$ cat src/rtl/sh7034_ibus_arb_if.sv
// Bus bundle between the CPU/DMAC masters, the arbiter and the shared on-chip peripheral bus.
// The slave modport is the arbiter's view; the master modport is the surrounding system's view.
interface sh7034_ibus_arb_if;
    logic [27:0] CPU_A;
    logic [31:0] CPU_DI;
    logic [3:0]  CPU_BA;
    logic        CPU_WE;
    logic        CPU_REQ;
    logic [31:0] CPU_DO;
    logic        CPU_BUSY;

    logic [27:0] DMA_A;
    logic [31:0] DMA_DI;
    logic [3:0]  DMA_BA;
    logic        DMA_WE;
    logic        DMA_REQ;
    logic [31:0] DMA_DO;
    logic        DMA_BUSY;

    logic [27:0] IBUS_A;
    logic [31:0] IBUS_DO;
    logic [3:0]  IBUS_BA;
    logic        IBUS_WE;
    logic        IBUS_REQ;
    logic [31:0] IBUS_DI;
    logic        IBUS_BUSY;
    logic        IBUS_ACT;

    modport slave (
        input  CPU_A, CPU_DI, CPU_BA, CPU_WE, CPU_REQ,
        output CPU_DO, CPU_BUSY,
        input  DMA_A, DMA_DI, DMA_BA, DMA_WE, DMA_REQ,
        output DMA_DO, DMA_BUSY,
        output IBUS_A, IBUS_DO, IBUS_BA, IBUS_WE, IBUS_REQ,
        input  IBUS_DI, IBUS_BUSY, IBUS_ACT
    );

    modport master (
        output CPU_A, CPU_DI, CPU_BA, CPU_WE, CPU_REQ,
        input  CPU_DO, CPU_BUSY,
        output DMA_A, DMA_DI, DMA_BA, DMA_WE, DMA_REQ,
        input  DMA_DO, DMA_BUSY,
        input  IBUS_A, IBUS_DO, IBUS_BA, IBUS_WE, IBUS_REQ,
        output IBUS_DI, IBUS_BUSY, IBUS_ACT
    );
endinterface

$ cat src/rtl/sh7034_ibus_arb.sv
// Two-master (CPU, DMAC) non-preemptive arbiter for the SH7034 internal peripheral bus.
// DMAC has priority but is limited to DMA_MAX_RUN back-to-back grants while the CPU waits.
module sh7034_ibus_arb #(
    parameter int DMA_MAX_RUN = 4
) (
    input  logic CLK,
    input  logic RST,
    input  logic CE_R,
    input  logic CE_F,
    sh7034_ibus_arb_if.slave bus
);
    typedef enum logic [1:0] {IDLE, GNT_CPU, GNT_DMA} state_t;

    localparam logic [2:0] MAX_RUN = 3'(DMA_MAX_RUN);

    state_t      state_reg, state_next;
    logic [2:0]  run_reg, run_next;
    logic [31:0] cpu_lat_reg, cpu_lat_next;
    logic [31:0] dma_lat_reg, dma_lat_next;

    logic        gnt_cpu, gnt_dma, done;
    logic [31:0] rd_data;

    // Slaves that sample on the falling phase need no arbiter involvement.
    logic unused_ce_f;
    assign unused_ce_f = CE_F;

    assign gnt_cpu = (state_reg == GNT_CPU);
    assign gnt_dma = (state_reg == GNT_DMA);
    // Unmapped accesses complete at once so a stray address cannot lock the bus.
    assign done    = CE_R && (gnt_cpu || gnt_dma) && (!bus.IBUS_BUSY || !bus.IBUS_ACT);
    assign rd_data = bus.IBUS_ACT ? bus.IBUS_DI : 32'h0;

    always_ff @(posedge CLK) begin
        if (RST) begin
            state_reg   <= IDLE;
            run_reg     <= 3'd0;
            cpu_lat_reg <= 32'h0;
            dma_lat_reg <= 32'h0;
        end else begin
            state_reg   <= state_next;
            run_reg     <= run_next;
            cpu_lat_reg <= cpu_lat_next;
            dma_lat_reg <= dma_lat_next;
        end
    end

    always_comb begin
        state_next   = state_reg;
        run_next     = run_reg;
        cpu_lat_next = cpu_lat_reg;
        dma_lat_next = dma_lat_reg;
        if (CE_R) begin
            case (state_reg)
                IDLE: begin
                    if (bus.DMA_REQ && ((run_reg < MAX_RUN) || !bus.CPU_REQ)) begin
                        state_next = GNT_DMA;
                        if (!bus.CPU_REQ)
                            run_next = 3'd0;
                        else if (run_reg < MAX_RUN)
                            run_next = run_reg + 3'd1;
                    end else if (bus.CPU_REQ) begin
                        state_next = GNT_CPU;
                        run_next   = 3'd0;
                    end
                end
                GNT_CPU: begin
                    if (done) begin
                        state_next = IDLE;
                        if (!bus.CPU_WE)
                            cpu_lat_next = rd_data;
                    end
                end
                GNT_DMA: begin
                    if (done) begin
                        state_next = IDLE;
                        if (!bus.DMA_WE)
                            dma_lat_next = rd_data;
                    end
                end
                default: state_next = IDLE;
            endcase
        end
    end

    // Bus outputs follow the granted master combinationally; idle bus is driven to zero.
    assign bus.IBUS_REQ = gnt_cpu || gnt_dma;
    assign bus.IBUS_A   = gnt_cpu ? bus.CPU_A  : gnt_dma ? bus.DMA_A  : 28'h0;
    assign bus.IBUS_DO  = gnt_cpu ? bus.CPU_DI : gnt_dma ? bus.DMA_DI : 32'h0;
    assign bus.IBUS_BA  = gnt_cpu ? bus.CPU_BA : gnt_dma ? bus.DMA_BA : 4'h0;
    assign bus.IBUS_WE  = gnt_cpu ? bus.CPU_WE : gnt_dma ? bus.DMA_WE : 1'b0;

    assign bus.CPU_BUSY = bus.CPU_REQ && !(gnt_cpu && done);
    assign bus.DMA_BUSY = bus.DMA_REQ && !(gnt_dma && done);

    assign bus.CPU_DO = (gnt_cpu && !bus.CPU_WE) ? bus.IBUS_DI : cpu_lat_reg;
    assign bus.DMA_DO = (gnt_dma && !bus.DMA_WE) ? bus.IBUS_DI : dma_lat_reg;
endmodule
$ cat src/flat_wrapper.sv
// flat-port wrapper written by rule: the top's interface ports become plain ports
module sh7034_ibus_arb_flat 
#(
    parameter int DMA_MAX_RUN = 4
)
  (CLK, RST, CE_R, CE_F, bus_CPU_A, bus_CPU_DI, bus_CPU_BA, bus_CPU_WE, bus_CPU_REQ, bus_CPU_DO, bus_CPU_BUSY, bus_DMA_A, bus_DMA_DI, bus_DMA_BA, bus_DMA_WE, bus_DMA_REQ, bus_DMA_DO, bus_DMA_BUSY, bus_IBUS_A, bus_IBUS_DO, bus_IBUS_BA, bus_IBUS_WE, bus_IBUS_REQ, bus_IBUS_DI, bus_IBUS_BUSY, bus_IBUS_ACT);
  sh7034_ibus_arb_if bus_i ();
  input  logic CLK;
  input  logic RST;
  input  logic CE_R;
  input  logic CE_F;
  input wire logic [$bits(bus_i.CPU_A)-1:0] bus_CPU_A;
  input wire logic [$bits(bus_i.CPU_DI)-1:0] bus_CPU_DI;
  input wire logic [$bits(bus_i.CPU_BA)-1:0] bus_CPU_BA;
  input wire logic [$bits(bus_i.CPU_WE)-1:0] bus_CPU_WE;
  input wire logic [$bits(bus_i.CPU_REQ)-1:0] bus_CPU_REQ;
  output wire logic [$bits(bus_i.CPU_DO)-1:0] bus_CPU_DO;
  output wire logic [$bits(bus_i.CPU_BUSY)-1:0] bus_CPU_BUSY;
  input wire logic [$bits(bus_i.DMA_A)-1:0] bus_DMA_A;
  input wire logic [$bits(bus_i.DMA_DI)-1:0] bus_DMA_DI;
  input wire logic [$bits(bus_i.DMA_BA)-1:0] bus_DMA_BA;
  input wire logic [$bits(bus_i.DMA_WE)-1:0] bus_DMA_WE;
  input wire logic [$bits(bus_i.DMA_REQ)-1:0] bus_DMA_REQ;
  output wire logic [$bits(bus_i.DMA_DO)-1:0] bus_DMA_DO;
  output wire logic [$bits(bus_i.DMA_BUSY)-1:0] bus_DMA_BUSY;
  output wire logic [$bits(bus_i.IBUS_A)-1:0] bus_IBUS_A;
  output wire logic [$bits(bus_i.IBUS_DO)-1:0] bus_IBUS_DO;
  output wire logic [$bits(bus_i.IBUS_BA)-1:0] bus_IBUS_BA;
  output wire logic [$bits(bus_i.IBUS_WE)-1:0] bus_IBUS_WE;
  output wire logic [$bits(bus_i.IBUS_REQ)-1:0] bus_IBUS_REQ;
  input wire logic [$bits(bus_i.IBUS_DI)-1:0] bus_IBUS_DI;
  input wire logic [$bits(bus_i.IBUS_BUSY)-1:0] bus_IBUS_BUSY;
  input wire logic [$bits(bus_i.IBUS_ACT)-1:0] bus_IBUS_ACT;
  assign bus_i.CPU_A = bus_CPU_A;
  assign bus_i.CPU_DI = bus_CPU_DI;
  assign bus_i.CPU_BA = bus_CPU_BA;
  assign bus_i.CPU_WE = bus_CPU_WE;
  assign bus_i.CPU_REQ = bus_CPU_REQ;
  assign bus_CPU_DO = bus_i.CPU_DO;
  assign bus_CPU_BUSY = bus_i.CPU_BUSY;
  assign bus_i.DMA_A = bus_DMA_A;
  assign bus_i.DMA_DI = bus_DMA_DI;
  assign bus_i.DMA_BA = bus_DMA_BA;
  assign bus_i.DMA_WE = bus_DMA_WE;
  assign bus_i.DMA_REQ = bus_DMA_REQ;
  assign bus_DMA_DO = bus_i.DMA_DO;
  assign bus_DMA_BUSY = bus_i.DMA_BUSY;
  assign bus_IBUS_A = bus_i.IBUS_A;
  assign bus_IBUS_DO = bus_i.IBUS_DO;
  assign bus_IBUS_BA = bus_i.IBUS_BA;
  assign bus_IBUS_WE = bus_i.IBUS_WE;
  assign bus_IBUS_REQ = bus_i.IBUS_REQ;
  assign bus_i.IBUS_DI = bus_IBUS_DI;
  assign bus_i.IBUS_BUSY = bus_IBUS_BUSY;
  assign bus_i.IBUS_ACT = bus_IBUS_ACT;
  sh7034_ibus_arb #(.DMA_MAX_RUN(DMA_MAX_RUN)) u_core (.CLK(CLK), .RST(RST), .CE_R(CE_R), .CE_F(CE_F), .bus(bus_i));
endmodule
$ cat config.mk
export PLATFORM = sky130hd
export DESIGN_NAME = sh7034_ibus_arb_flat
export DESIGN_NICKNAME = d
export VERILOG_FILES = /design/src/rtl/sh7034_ibus_arb_if.sv /design/src/rtl/sh7034_ibus_arb.sv /design/src/flat_wrapper.sv
export SDC_FILE = /design/constraint.sdc
export NUM_CORES = 1
export LEC_CHECK = 0
export ABC_AREA = 1
export BUFFER_PORTS_ARGS = -buffer_cell sky130_fd_sc_hd__buf_2
export CORE_AREA = 2 2 117 119
export CTS_CLUSTER_DIAMETER = 60
export DETAILED_ROUTE_END_ITERATION = 7
export DIE_AREA = 0 0 119 121
export GPL_ROUTABILITY_DRIVEN = 1
export PLACE_DENSITY_LB_ADDON = 0.25
export SLEW_MARGIN = 10
export SYNTH_ARGS = -nofsm -noshare
export SYNTH_HDL_FRONTEND = slang
export SYNTH_SLANG_ARGS = --single-unit
$ cat constraint.sdc
create_clock -name CLK -period 4.3 [get_ports CLK]
set_clock_uncertainty 0.1 [all_clocks]
set_input_delay 0.215 -clock CLK [delete_from_list [all_inputs] [get_ports CLK]]
set_output_delay 0.215 -clock CLK [all_outputs]
set_load 0.02 [all_outputs]
==> results.cfg <==
[clock_tree]
htree_levels = 3
cts_tree = built
cts_hold_buffers = 1
post-cts-setup-buffers = 0
post_cts_resized = 0
insertion_delay_ns = 0.32
cts_made_buffers = 9
cts_buffer_depth = 2
clkTransAtPathRegs_ns = 0.06
cts_sinks = 69
ctsRootBufferMaster = clkbuf_16

[placement]
portBuffers = 300
dpl_worst_slack_ns = 1.789
routabilityCongestion = 0.8828
place_inst = 1259
dp_hpwl_mm = 12.14

[finish]
mostFrequentLayoutCell = nand2_1
fillers = 1400
nets = 1269
instances_no_fill = 1277
layout_common_cells = nand2_1 (366), buf_2 (300), nor2_1 (135)
drive_gt1_share_pct = 30.09
area_growth_pct = 40.19

[setup_path]
required_ns = 3.98
cp-end-kind = primary output
cpPeakStageDelay_ns = 0.60
path_max_fanout = 64
crit_buf_inv = 2
crit_family = simple AND/OR/NAND/NOR gates
cp_slowest_cell = nand2_2
crit_arrival_ns = 2.34
crit_path_start_kind = flop
cp_cell_sequence = inv_1 -> ha_2 -> nand2_2 -> o21ai_0 -> buf_2
critPathKind = flop to primary output

[synth]
synth_fp_nets = 1007
synth_top_area_cell = dfxtp_1
synthCells = 833
seq_area_frac_synth_pct = 30.33
yosys_warnings = 0
netlist.area_leader.share_pct = 30.33
synth_seq_cells = 69
synth_cell_types = 21
ys_top_cells_by_area = dfxtp_1 (30%), nand2_1 (30%), nor2_1 (11%), nand3_1 (7.6%), o21ai_0 (7.6%)
synth_area_mm2 = 0.004554
syn_avg_cell_area_um2 = 5.467

[floorplanning]
die_area_mm2 = 0.01440
start_util_pct = 34.81
io_pins = 302
die_x_um = 119
die_h_um = 121
rows = 42
core_area_mm2 = 0.01309

[timing]
finalCritPeriodShare_pct = 61.75
max_freq_mhz = 376.6
slew_viol_final = 0
slew_headroom_pct = 24.48
setup_viol = 0
finalSetupTns_ns = 0
fin_ws_ns = 1.645
fin_crit_ns = 2.655
hold_viol_final = 0
rsz0062_at_grt = false
worstMarginPinSlew_ns = 1.133

[global_routing]
grt_first_pass_wirelength_mm = 24.72
grt_start_max_net_pins = 67
grt_use_total_pct = 21.58
grt_pass1_vias = 4881
antenna_found_initial = 1
overflow = 0

[drt]
wl_mm = 16.32
vias = 5798
wire_per_inst_um = 12.78
drtIter0Drc = 273
dr.pass1.iters = 5
via_per_inst = 4.540
ant_nets = 0
drcViolationCount = 0

[status]
status = finished, final reports clean

[power]
power.leakage_uw = 0.003633
peakVddDrop_mv = 0.2419
power_density_mw_per_mm2 = 311.3

[worst_hold_path]
hold_class = primary input to flop

[flow_run]
maxCapViolations = 0
cell type report:
cell class                 instances  area (µm²)  share of cell area (%)
antenna                            1       2.502                 0.03919
clock buffer                      13       270.3                   4.233
clock inverter                     3       42.54                  0.6663
inverter                          53       198.9                   3.116
multi-input combinational        655        2713                   42.48
sequential                        69        1381                   21.63
tap                              176       220.2                   3.449
timing repair buffer             307        1556                   24.38
synthesized netlist by cell type, drive strengths merged:
library cell and n:
a21boi 1, a21oi 1, buf 27, clkbuf 29, clkinv 1, dfxtp 69
ha 4, inv 52, nand2 368, nand3 69, nand4 4, nor2 138
o21ai 69, o31ai 1
tightest hold or removal path, stage by stage:
cell and delay (ns):
buf_2 0.10, nand2_1 0.07, nand2_1 0.05, nand2_1 0.05
nor2_1 0.03
cell families (layout without fill, tap and decap cells):
family	after synthesis	count (layout)	share of synthesized area [%]
compound gates	72	72	8.022
buf+inv	109	376	10.38
other cells	0	1	0
simple gates	579	579	50.16
flops	69	69	30.33
fa+ha+maj	4	4	1.099
final timing paths:
path / slack (ns) / to / depth (start not counted) / from
min reg2reg: 0.38 / u_core.dma_lat_reg[4] / 2 / u_core.dma_lat_reg[4]
min: 0.13 / u_core.cpu_lat_reg[17] / 5 / bus_IBUS_DI[17]
max reg2reg: 1.80 / u_core.cpu_lat_reg[9] / 10 / u_core.state_reg[0]
max: 1.64 / bus_DMA_DO[15] / 5 / u_core.state_reg[0]
report_power, final:
group	switching (µW)	total, µW	internal, µW
combinational	382	571	189
sequential	5.52	655	650
clock	266	762	496
routing by layer:
layer  global-route usage (%)  vias up  part of all wire (%)
met5                        0        -                     0
met4                    3.869        0                  0.91
met3                    7.190        8                   8.6
met2                    35.42      203                    45
met1                    27.89     2503                    45
li1                         -     3084                     -
metrics by stage:
stage	util [%]	power (µW)	area [µm²]	hold slack (ns)
final	48.80	1988	6385	0.1349
after global placement	46.31	1237	6060	0.3480
after CTS	48.78	2014	6382	0.1208
after floorplan	-	1011	4554	0.1866
after detailed placement	46.31	1240	6060	0.3365
after global routing	48.80	2095	6385	0.1367
No activity file was read; power rests on OpenSTA's default activity.
